===== src/rtl/riscv_defines.sv =====
// Shared types for the fetch-side branch predictor:
// BHT counter states and the BTB entry layout.
package riscv_defines;

   localparam int BTB_ENTRIES_DEFAULT = 16;
   localparam int BP_XLEN_MAX = 32;
   localparam int BP_TAG_MAX  = 30;

   typedef enum logic [1:0] {
      STRONG_NT = 2'b00,
      WEAK_NT   = 2'b01,
      WEAK_T    = 2'b10,
      STRONG_T  = 2'b11
   } bht_state_t;

   typedef struct packed {
      logic                   valid;
      logic [BP_TAG_MAX-1:0]  tag;
      logic [BP_XLEN_MAX-1:0] target;
      bht_state_t             state;
   } btb_entry_t;

   localparam btb_entry_t BTB_RST = '{
      valid:  1'b0,
      tag:    '0,
      target: '0,
      state:  WEAK_NT
   };

endpackage


===== src/rtl/bht_counter.sv =====
// 2-bit saturating counter next-state function.
// Pure combinational; used on the training path.
module bht_counter
   import riscv_defines::*;
(
   input  bht_state_t i_state,
   input  logic       i_taken,
   output bht_state_t o_state
);

   // saturate at STRONG_T going up, STRONG_NT going down
   always_comb begin
      o_state = i_state;
      if (i_taken) begin
         if (i_state != STRONG_T)
            o_state = bht_state_t'(i_state + 2'd1);
      end else begin
         if (i_state != STRONG_NT)
            o_state = bht_state_t'(i_state - 2'd1);
      end
   end

endmodule


===== src/rtl/branch_predictor.sv =====
// Direct-mapped BTB with 2-bit counters: IF lookup,
// EX training, mispredict/redirect and perf counters.
module branch_predictor
   import riscv_defines::*;
#(
   parameter int XLEN    = 32,
   parameter int ENTRIES = BTB_ENTRIES_DEFAULT,
   parameter int IDX_W   = $clog2(ENTRIES)
) (
   input  logic            clk,
   input  logic            rst_n,
   input  logic [XLEN-1:0] pc_f,
   output logic            pred_taken_f,
   output logic [XLEN-1:0] pred_pc_f,
   input  logic            update_valid_e,
   input  logic [XLEN-1:0] update_pc_e,
   input  logic            update_taken_e,
   input  logic [XLEN-1:0] update_target_e,
   input  logic            pred_taken_e,
   input  logic [XLEN-1:0] pred_pc_e,
   output logic            mispredict_e,
   output logic [XLEN-1:0] redirect_pc_e,
   output logic [31:0]     lookup_cnt,
   output logic [31:0]     mispredict_cnt
);

   localparam int TAG_W = XLEN - IDX_W - 2;

   btb_entry_t r_tab [ENTRIES];
   logic [31:0] r_lk_cnt;
   logic [31:0] r_mis_cnt;

   logic [IDX_W-1:0] w_idx_f;
   logic [TAG_W-1:0] w_tag_f;
   btb_entry_t       w_rd_f;
   logic             w_hit_f;

   logic [IDX_W-1:0] w_idx_e;
   logic [TAG_W-1:0] w_tag_e;
   btb_entry_t       w_rd_e;
   logic             w_hit_e;
   bht_state_t       w_nxt_e;
   btb_entry_t       w_alloc;
   logic [XLEN-1:0]  w_seq_e;

   logic w_unused;

   assign w_idx_f = pc_f[IDX_W+1:2];
   assign w_tag_f = pc_f[XLEN-1:IDX_W+2];
   assign w_rd_f  = r_tab[w_idx_f];
   assign w_hit_f = w_rd_f.valid &&
                    (w_rd_f.tag[TAG_W-1:0] == w_tag_f);

   assign pred_taken_f = w_hit_f && w_rd_f.state[1];
   assign pred_pc_f    = pred_taken_f ?
                         w_rd_f.target[XLEN-1:0] :
                         pc_f + XLEN'(4);

   assign w_idx_e = update_pc_e[IDX_W+1:2];
   assign w_tag_e = update_pc_e[XLEN-1:IDX_W+2];
   assign w_rd_e  = r_tab[w_idx_e];
   assign w_hit_e = w_rd_e.valid &&
                    (w_rd_e.tag[TAG_W-1:0] == w_tag_e);
   assign w_seq_e = update_pc_e + XLEN'(4);

   assign redirect_pc_e = update_taken_e ?
                          update_target_e : w_seq_e;
   assign mispredict_e  = update_valid_e &&
                          (pred_pc_e != redirect_pc_e);

   assign lookup_cnt     = r_lk_cnt;
   assign mispredict_cnt = r_mis_cnt;

   assign w_unused = ^{pc_f[1:0], update_pc_e[1:0],
                       pred_taken_e,
                       w_rd_f.tag[BP_TAG_MAX-1:TAG_W],
                       w_rd_e.tag[BP_TAG_MAX-1:TAG_W]};

   bht_counter u_bht (
      .i_state (w_rd_e.state),
      .i_taken (update_taken_e),
      .o_state (w_nxt_e)
   );

   // fresh entry for a taken branch that missed
   always_comb begin
      w_alloc = BTB_RST;
      w_alloc.valid = 1'b1;
      w_alloc.tag[TAG_W-1:0] = w_tag_e;
      w_alloc.target[XLEN-1:0] = update_target_e;
      w_alloc.state = WEAK_T;
   end

   // table training: update on hit, allocate on taken miss
   always_ff @(posedge clk or negedge rst_n) begin
      if (!rst_n) begin
         for (int i = 0; i < ENTRIES; i++)
            r_tab[i] <= BTB_RST;
      end else if (update_valid_e) begin
         if (w_hit_e) begin
            r_tab[w_idx_e].state <= w_nxt_e;
            if (update_taken_e)
               r_tab[w_idx_e].target[XLEN-1:0] <=
                  update_target_e;
         end else if (update_taken_e) begin
            r_tab[w_idx_e] <= w_alloc;
         end
      end
   end

   // perf counters, free-running and wrapping
   always_ff @(posedge clk or negedge rst_n) begin
      if (!rst_n) begin
         r_lk_cnt  <= '0;
         r_mis_cnt <= '0;
      end else begin
         if (update_valid_e)
            r_lk_cnt <= r_lk_cnt + 32'd1;
         if (mispredict_e)
            r_mis_cnt <= r_mis_cnt + 32'd1;
      end
   end

endmodule


===== config.mk =====
export PLATFORM = sky130hd
export DESIGN_NAME = branch_predictor
export DESIGN_NICKNAME = d
export VERILOG_FILES = /design/src/rtl/riscv_defines.sv /design/src/rtl/bht_counter.sv /design/src/rtl/branch_predictor.sv
export SDC_FILE = /design/constraint.sdc
export NUM_CORES = 2
export LEC_CHECK = 0
export CORE_ASPECT_RATIO = 0.6
export CORE_MARGIN = 8
export CORE_UTILIZATION = 55
export CTS_BUF_LIST = sky130_fd_sc_hd__clkbuf_16
export DETAILED_ROUTE_END_ITERATION = 8
export GPL_TIMING_DRIVEN = 0
export HOLD_SLACK_MARGIN = 0.03
export PLACE_DENSITY = 0.84
export REMOVE_ABC_BUFFERS = 1
export SLEW_MARGIN = 20
export SYNTH_ARGS = -nofsm -noshare
export SYNTH_HDL_FRONTEND = slang
export SYNTH_SLANG_ARGS = --single-unit

===== constraint.sdc =====
create_clock -name clk -period 9.23 [get_ports clk]
set_clock_uncertainty 0.2 [all_clocks]
set_input_delay 1.846 -clock clk [delete_from_list [all_inputs] [get_ports clk]]
set_output_delay 1.846 -clock clk [all_outputs]
set_load 0.005 [all_outputs]

==> qor.txt <==
Sum Neg Setup Slack = 0 ps
Total number of vias = 36,400
Worst Setup SP = update_pc_e[6]
Crit-path max cell delay = 880 ps
Power density cells = 206 mW/mm2
Max Root-Sink Buffers = 3
Clk slew on worst S/H paths = 60 ps
Nets = 4,001
Largest net degree at the start of global routing = 149
TritonCTS Buffers = 95
Share of layout cells above drive strength 1 = 0.420
CP Class = in -> out
R2R cell count = 18
Crit end category = primary output
Cells after DPL = 5,075
IO Count = 263
Endpoints failing hold = 0
Required time of the critical path = 7180 ps
Final std cells w/o fill = 5,272
Post-synthesis cell type count = 83
DRC = 0
Sequential area share after synthesis = 0.475
Slowest-stage cell, CP = dlygate4sd2_1
Synth warn = 0
All-Layer GR Usage = 0.303
Critical R2R Capture = r_tab[976]$_DFFE_PN0P_
Worst R2R Setup Slack = 3690 ps
PortBufs = 261
HPWL Detailed = 110 mm
Final wirelength = 169 mm
Drt initial violations = 4,783
Max Freq = 110 MHz
Fraction of registers with async set/reset = 1.00
Final min period = 9120 ps
Worst hold path type = reg -> reg
Die ar. = 0.110 mm2
Clock root cell = clkbuf_16
Core Area = 0.0986 mm2
Hold WS = 269 ps
Die height = 261 um
Reg-to-reg startpoint = r_tab[378]$_DFFE_PN0P_
Final Cell Area = 0.0627 mm2
Place WS = -311 ps
Slew Limit Fails = 0
CP Capture Point = mispredict_e
Leak = 27.0 nW
Die Wd = 424 um
Footprint of the multi-input gates = 0.0271 mm2
Peak VDD IR = 0.000166 V
Register bit total from synthesis = 1,040
Storage element area = 0.0260 mm2
Initial Utilization = 0.557
Cell mode on critical path = or4_1
Routed wire per std cell = 32.0 um
Crit share post-route = 0.988
Max-slew headroom = 0.182
Most frequent cells in the layout = 1,024 x dfrtp_1, 793 x mux2_2, 383 x mux4_2
CP max FO = 22
First-pass GRT wire length = 253 mm
Layout Utilization = 0.636
Overall power = 12.9 mW
Status = completed
Worst skew pair latency = 730 ps
Clock Sinks = 1,040
Setup violators final = 0
Startpoint types = input pin
Cts hold-fix bufs = 0
Num rows = 89
GR Overflow Total = 0
Max-Cap Viols = 0
Cell Area, Synth = 0.0549 mm2
Final WS setup = 112 ps
Syn Inst Count = 3,752
Syn avg cell area = 14.6 um2
Min-Delay Path Depth = 2
Placement Cell Area = 0.0593 mm2
Commonest non-fill, non-tap cell in the layout = dfrtp_1
CTS tree = built
DRT Pass-1 Iters = 9
Fill cells = 6,755
Final ANT Viol Nets = 0
EDFF count, synth = 0
P&R area growth vs syn = 14.3%
CP Data Arrival Time = 7070 ps
Worst-Margin Slew = 1230 ps
H-tree levels = 3
Critical path cell sequence = dlygate4sd2_1 -> nand3_1 -> or4_1 -> or4_1 -> a31oi_1 -> xor2_1 -> a211oi_1 -> nand4_1 -> buf_6 -> buf_8 -> nand2_1 -> inv_1 -> clkdlybuf4s50_1
Primary FF master, synth = dfrtp_1
Vias/cell = 6.91
Vias in the first global route = 37,400
Gpl congestion = 0.961
Initial antenna violation count = 19
[worst min-delay path by stage]
stage                           start                endpoint
2_1_floorplan  r_tab[845]$_DFFE_PN1P_  r_tab[845]$_DFFE_PN1P_
3_3_place_gp   r_tab[780]$_DFFE_PN1P_  r_tab[780]$_DFFE_PN1P_
3_5_place_dp   r_tab[780]$_DFFE_PN1P_  r_tab[780]$_DFFE_PN1P_
4_1_cts        r_tab[780]$_DFFE_PN1P_  r_tab[780]$_DFFE_PN1P_
5_1_grt        r_tab[780]$_DFFE_PN1P_  r_tab[780]$_DFFE_PN1P_
6_report       r_tab[910]$_DFFE_PN1P_  r_tab[910]$_DFFE_PN1P_
[report_power, final]
group	internal, mW	switching (mW)
clock network	2.24	1.90
logic	1.60	1.14
registers	5.41	0.610
total	9.25	3.64
[timing repair]
action / in CTS / in global routing
gates resized for setup: 6 / 4
cloned: 2 / 0
endpoints found under the setup margin: 12 / 12
pin swaps: 0 / 1
buffers inserted: 0 / 5
[registers in the layout, summed over array words and instances (netlist names)]
register and count:
mispredict_cnt 32, r_tab 976, lookup_cnt 32
[critical path, delay by kind of cell]
family | cells | cell delay [ps]
simple gates | 5 | 2240
buf+inv | 5 | 1870
compound gates | 2 | 650
xor+xnor | 1 | 400
[layer usage]
layer  wire, um  GRT usage
met2      74500      0.444
met5         73          0
met3      20800      0.108
met4       8590      0.137
met1      64600      0.409
[kinds of logic after synthesis]
logic type / after synthesis / synth area share
mux: 1425 / 0.381
flops: 1040 / 0.475
simple gates: 474 / 0.0462
buf+inv: 378 / 0.0349
compound gates: 231 / 0.0301
xor+xnor: 194 / 0.0312
fa+ha+maj: 10 / 0.00219
[cell usage after synthesis (all sizes together), types with 4 or more instances]
master   instances  area share
dfrtp         1024        0.47
mux2           956        0.21
mux4           384        0.16
clkbuf         211       0.014
nand2          147       0.010
buf            124       0.017
xnor2          119       0.019
mux2i           85       0.016
xor2            74       0.012
nor2            66      0.0055
nand3           64      0.0061
o21ai           53      0.0048
inv             42      0.0029
nand4           41      0.0048
a21oi           25      0.0023
and3            24      0.0027
and4            21      0.0034
nor4            20      0.0028
or2             18      0.0021
dfstp           16      0.0077
nor3            16      0.0016
a22oi           15      0.0021
nor2b           14      0.0016
a22o            13      0.0021
and2            12      0.0014
a221oi          11      0.0020
o211ai          11      0.0015
a31oi           10      0.0011
o2bb2ai         10      0.0016
a211oi           9      0.0012
o2111ai          9      0.0014
o22ai            9      0.0010
or4              9      0.0013
a2bb2oi          8      0.0013
ha               8      0.0018
or3              6     0.00068
o2111a           5      0.0010
o31ai            5     0.00068
a21o             4     0.00055
nor3b            4     0.00055
o21a             4     0.00055
o22a             4     0.00064
o32ai            4     0.00064
[layout make-up]
class	count	share of cell area
multi-input cells	2334	0.433
inverters	43	0.00257
clock inverters	78	0.0118
repair buffers	346	0.0708
flip-flops and latches	1040	0.415
clock buffers	100	0.0399
well taps	1319	0.0263
diodes	12	0.000479
Note: power is estimated with default switching activity, not from simulation.
